==> src/rtl/weight_fifo_ctrl.sv <==
// rtl/weight_fifo_ctrl.sv - load/drain sequencer for the systolic-array weight shift FIFO
module weight_fifo_ctrl #(
    parameter int array_size = 4,
    parameter int fifo_depth = 8
) (
    input  logic                  clk,
    input  logic                  reset,
    input  logic                  start,
    input  logic                  load_valid,
    output logic                  load_ready,
    input  logic                  drain_go,
    input  logic                  stall,
    output logic [array_size-1:0] fifo_en,
    output logic [array_size-1:0] col_valid,
    output logic                  busy,
    output logic                  done
);

    localparam int D  = fifo_depth + array_size - 1;
    localparam int RW = $clog2(fifo_depth + 1);
    localparam int CW = $clog2(D + 1);

    localparam logic [RW-1:0] ROW_LAST = RW'(fifo_depth - 1);
    localparam logic [CW-1:0] CYC_LAST = CW'(D - 1);

    typedef enum logic [2:0] {
        S_IDLE,
        S_LOAD,
        S_FULL,
        S_DRAIN,
        S_DONE
    } state_t;

    state_t                  r_state;
    logic [RW-1:0]           r_row_cnt;
    logic [CW-1:0]           r_cyc_cnt;
    logic [array_size-1:0]   r_col_valid;
    logic [array_size-1:0]   w_fifo_en;

    // Column i is enabled for the fifo_depth drain cycles starting at cycle i.
    always_comb begin
        w_fifo_en = '0;
        case (r_state)
            S_LOAD:  w_fifo_en = {array_size{load_valid}};
            S_DRAIN: begin
                for (int i = 0; i < array_size; i++) begin
                    w_fifo_en[i] = !stall
                                   && (int'(r_cyc_cnt) >= i)
                                   && (int'(r_cyc_cnt) < i + fifo_depth);
                end
            end
            default: w_fifo_en = '0;
        endcase
    end

    always_ff @(posedge clk or negedge reset) begin
        if (!reset) begin
            r_state     <= S_IDLE;
            r_row_cnt   <= '0;
            r_cyc_cnt   <= '0;
            r_col_valid <= '0;
        end else begin
            r_col_valid <= w_fifo_en;
            case (r_state)
                S_IDLE: begin
                    if (start) r_state <= S_LOAD;
                end
                S_LOAD: begin
                    if (load_valid) begin
                        r_row_cnt <= r_row_cnt + RW'(1);
                        if (r_row_cnt == ROW_LAST) r_state <= S_FULL;
                    end
                end
                S_FULL: begin
                    if (drain_go) begin
                        r_cyc_cnt <= '0;
                        r_state   <= S_DRAIN;
                    end
                end
                S_DRAIN: begin
                    if (!stall) begin
                        r_cyc_cnt <= r_cyc_cnt + CW'(1);
                        if (r_cyc_cnt == CYC_LAST) r_state <= S_DONE;
                    end
                end
                S_DONE: begin
                    r_row_cnt <= '0;
                    r_cyc_cnt <= '0;
                    r_state   <= S_IDLE;
                end
                default: r_state <= S_IDLE;
            endcase
        end
    end

    assign fifo_en    = w_fifo_en;
    assign col_valid  = r_col_valid;
    assign load_ready = (r_state == S_LOAD);
    assign busy       = (r_state != S_IDLE);
    assign done       = (r_state == S_DONE);

endmodule

==> config.mk <==
export PLATFORM = sky130hd
export DESIGN_NAME = weight_fifo_ctrl
export DESIGN_NICKNAME = d
export VERILOG_FILES = /design/src/rtl/weight_fifo_ctrl.sv
export SDC_FILE = /design/constraint.sdc
export NUM_CORES = 1
export LEC_CHECK = 0
export ABC_CLOCK_PERIOD_IN_PS = 2150
export BUFFER_PORTS_ARGS = -buffer_cell sky130_fd_sc_hd__buf_4
export CAP_MARGIN = 10
export CORE_MARGIN = 1
export CORE_UTILIZATION = 56
export DETAILED_ROUTE_END_ITERATION = 10
export GPL_ROUTABILITY_DRIVEN = 1
export PLACE_DENSITY_LB_ADDON = 0.15
export SLEW_MARGIN = 20
export SYNTH_ARGS = -nofsm -noshare
export SYNTH_HDL_FRONTEND = slang
export SYNTH_SLANG_ARGS = --single-unit
==> constraint.sdc <==
create_clock -name clk -period 2.15 [get_ports clk]
set_input_delay 0.645 -clock clk [delete_from_list [all_inputs] [get_ports clk]]
set_output_delay 0.645 -clock clk [all_outputs]
set_load 0.02 [all_outputs]
== After elaboration in Yosys (flattened, before gate mapping) ==
Cells that the tools add are included.

* Input port bits: 6
* Word-level logic and storage cells: 53
* Output and inout bits: 11
* Register bits: 15

* Add/sub/neg operators: 2
* Reduce and logical (&&, ||, !) cells: 15
* Eq/ne operators: 12
* Magnitude comparators: 7
* Multiplexer cells: 13

{| class="wikitable"
|+ Operators by type and width
! cell !! count
|-
| two-way mux 3 bit || 6
|-
| < comparator 4 bit, second input constant || 4
|-
| one-hot mux 4 bit (2 select lines) || 2
|-
| two-way mux 4 bit || 3
|-
| one-hot mux 3 bit (4 select lines) || 1
|-
| one-hot mux 4 bit (3 select lines) || 1
|-
| inequality test 2 bit, second input constant || 5
|-
| adder 4 x 1 -> 4 bit, second input constant || 2
|-
| >= comparator 4 x 2 -> 1 bit, second input constant || 2
|-
| logical AND 1 bit || 7
|-
| == test 3 x 2 -> 1 bit, second input constant || 2
|-
| AND reduction 6 bit || 1
|-
| nonzero test 3 bit || 2
|-
| == test 4 x 3 -> 1 bit, second input constant || 1
|-
| == test 4 bit, second input constant || 1
|-
| >= comparator 4 x 1 -> 1 bit, second input constant || 1
|-
| == test 3 x 1 -> 1 bit, second input constant || 1
|-
| == test 3 bit, second input constant || 1
|-
| zero test 3 bit || 1
|-
| AND reduction 3 bit || 1
|-
| inequality test 2 x 1 -> 1 bit, second input constant || 1
|-
| AND reduction 2 bit || 1
|-
| nonzero test 2 bit || 1
|-
| zero test 1 bit || 1
|}

== Depth between registers and ports, before layout ==
* Word-level depth: 4
* Gate-level depth with buffers: 5
* Gate-level depth less buffers: 4

== Worst setup path before layout ==
Ideal clock, no wire load.

* Path kind: input to output
* Start: input port stall
* End: output port fifo_en[1]
* Setup slack: -0.093 ns
* Arrival time: 1.598 ns
* Cell stages on the path: 3
* Cell sequence: nand4bb_1 buf_2 o31ai_1

* Word-level cells in the longest chain between the ends: 4

{| class="wikitable"
|+ Ends and longest elaborated chain
! item !! line !! source
|-
| start: declaration || 12 || <nowiki>input logic stall,</nowiki>
|-
| zero test 1 bit || - ||
|-
| logical AND 1 bit || 48 || <nowiki>&& (int'(r_cyc_cnt) >= i)</nowiki>
|-
| logical AND 1 bit || 49 || <nowiki>&& (int'(r_cyc_cnt) < i + fifo_depth);</nowiki>
|-
| one-hot mux 4 bit (2 select lines) || 43 || <nowiki>case (r_state)</nowiki>
|-
| end: declaration || 13 || <nowiki>output logic [array_size-1:0] fifo_en,</nowiki>
|}

No other way between the ends.

== Final worst setup path ==
Ends and elaborated chain as after synthesis.

==> out/metrics.yaml <==
hold_class: "in2async"
hold_ws_ns: 0.1895
ir_drop_mv: 1.105
cts_max_level: 1
vias: 743
track_usage_pct: 25.86
clock_sinks: 15
critical_path_arrival_ns: 1.51
dpl.hpwl_mm: 1.302
synth_compound_area_share_pct: 16.42
routed_wl_mm: 1.993
clk_transition_reported_paths_ns: 0.10
core-area_um2: 1350
io_pins: 17
syn_nets: 95
place_congestion: 0.7564
cts_tree: "done"
clock_skew_ns: 0.001622
overflow: 0
port_buffers: 16
synth_cell_types: 29
avgSynthCellArea_um2: 9.951
fp.dieH_um: 40.87
start_util_pct: 62.65
synth-edff-count: 0
root_buffer: "clkbuf_4"
p_leak_nw: 0.4979
num_antenna_cells: 0
utilization_pct: 83.50
period_needed_ns: 2.156
cts-buffers-inserted: 3
ys.flop_type: "dfrtp_1"
row_count: 13
grt_max_degree: 16
final_common_cell: "buf_4"
start_kind: "input port"
grt_pass1_vias: 622
setup_slack_ns: -0.005607
hold_viol: 0
synthArstFlopShare_pct: 100.0
yosysWarnings: 0
yosys.area_share.simple_pct: 19.82
worst_pin_slew_ns: 0.4647
synthXorXnorAreaFrac_pct: 4.142
die_w_um: 40.87
synth_top_family_by_area: "simple AND/OR/NAND/NOR gates"
slew_violations: 0
final_nets: 120
drive_gt1_share_pct: 38.53
final_cell_count_no_fill: 124
synthAdderAreaFrac_pct: 5.917
setup_viol: 1
cts_hold_buffers: 0
synthMuxAreaShare_pct: 2.367
crit_required_ns: 1.50
worst-setup-path-type: "in2out"
max_cap_viol_count: 0
netlist_area_um2: 845.8
antenna_found_initial: 0
place_ws_ns: -0.07874
synth_cells: 85
drc_errors: 0
max_freq_mhz: 463.9
dr.pass1.iters: 4
p_per_area_nw_per_um2: 1489
ant_nets: 0
fin_crit_sh_pct: 100.3
avgViaCountPerCell: 5.992
final_cell_mix: "buf_4 (25), dfrtp_1 (15), inv_1 (6), o21ai_1 (5), nand2b_1 (5)"
outcome: "finished with violations"
yosys_register_bits: 15
path_max_fanout: 5
end_kind: "output port"
power.total_mw: 1.679
synth_seq_area_share_pct: 44.38
rsz0062_at_grt: "true"
grt_pass1_wl_mm: 2.773
place_inst: 117
wl_per_cell_um: 16.07
slew_headroom_pct: 68.83
cts_buffer_depth: 2
dieArea_um2: 1670
drt_iter0_markers: 29
clk-insertion-delay-late_ns: 0.29
violations: "setup timing"
syn_to_final_growth_pct: 33.28
[sequential cells by signal, summed over array words and instances (netlist names)]
| signal | cells |
|---|---|
| r_state | 3 |
| r_cyc_cnt | 4 |
| r_row_cnt | 4 |
| col_valid | 4 |
[metal layers]
| layer | global-route usage (%) | routed length, um | vias up |
|---|---|---|---|
| met5 | 0 | 0 | - |
| met1 | 31.72 | 841 | 369 |
| li1 | - | - | 349 |
| met4 | 7.500 | 19 | 0 |
| met2 | 45.31 | 1042 | 21 |
| met3 | 4.891 | 90 | 4 |
[per-stage QoR]
step | TNS, ns | instance area [um^2]
after floorplan | -0.01092 | 850.8
after global placement | -0.05627 | 1010
after detailed placement | -0.1822 | 1010
after CTS | -0.01476 | 1092
after global routing | -0.1060 | 1127
final | -0.005607 | 1127
[power by group]
part	total (mW)	internal, mW	switching (mW)
Clock	0.169	0.0691	0.100
Combinational	0.970	0.466	0.504
Sequential	0.540	0.403	0.138
Total	1.68	0.937	0.742
[worst paths after layout]
kind	startpoint	end	slack, ns	cells past startpoint
max	stall	fifo_en[1]	-0.006	4
max reg2reg	r_state[0]$_DFFE_PN0P_	r_cyc_cnt[0]$_DFFE_PN0P_	0.59	4
max in group asynchronous	reset	r_row_cnt[2]$_DFFE_PN0P_	1.79	1
min in group clk	r_state[2]$_DFFE_PN0P_	r_state[0]$_DFFE_PN0P_	0.55	1
min reg2reg	r_state[2]$_DFFE_PN0P_	r_state[0]$_DFFE_PN0P_	0.55	1
min	reset	col_valid[2]$_DFF_PN0_	0.19	1
[Yosys cell counts (3+ instances only)]
cell       instances  area (um^2)
buf_2              5        25.02
dfrtp_1           15        375.4
ha_1               4        50.05
inv_1              8        30.03
nand2b_1           5        31.28
nand3_1            4        20.02
nand4bb_1          3        33.78
nor2_1             5        18.77
nor3_1             3        15.01
o21ai_0            6        30.03
xnor2_1            3        26.28
[area by class of cell]
class | instances | area (um^2)
clock inverter | 1 | 5.005
timing repair buffer | 25 | 187.7
tap | 15 | 18.77
fill | 78 | 222.7
multi-input combinational | 56 | 484.2
inverter | 9 | 33.78
sequential | 15 | 375.4
clock buffer | 3 | 22.52
[cell families after synthesis]
group,after synthesis
buffers and inverters,14
DFF,15
adders and majority gates,4
muxes,2
xor gates and xnor gates,4
AOI/OAI and AO/OA,21
and+or+nand+nor,25
[critical path, cell delays in order]
cell and delay [ns]:
buf_4 0.11, nand4bb_4 0.26, o31ai_2 0.30, buf_4 0.19
[repair_timing]
item	4_1_cts	5_1_grt
resized for setup	7	9
pin swaps	1	3
buffers inserted	2	1
cloned	0	0
endpoints found under the setup margin	4	4
Power figures use the tool's default switching activity.
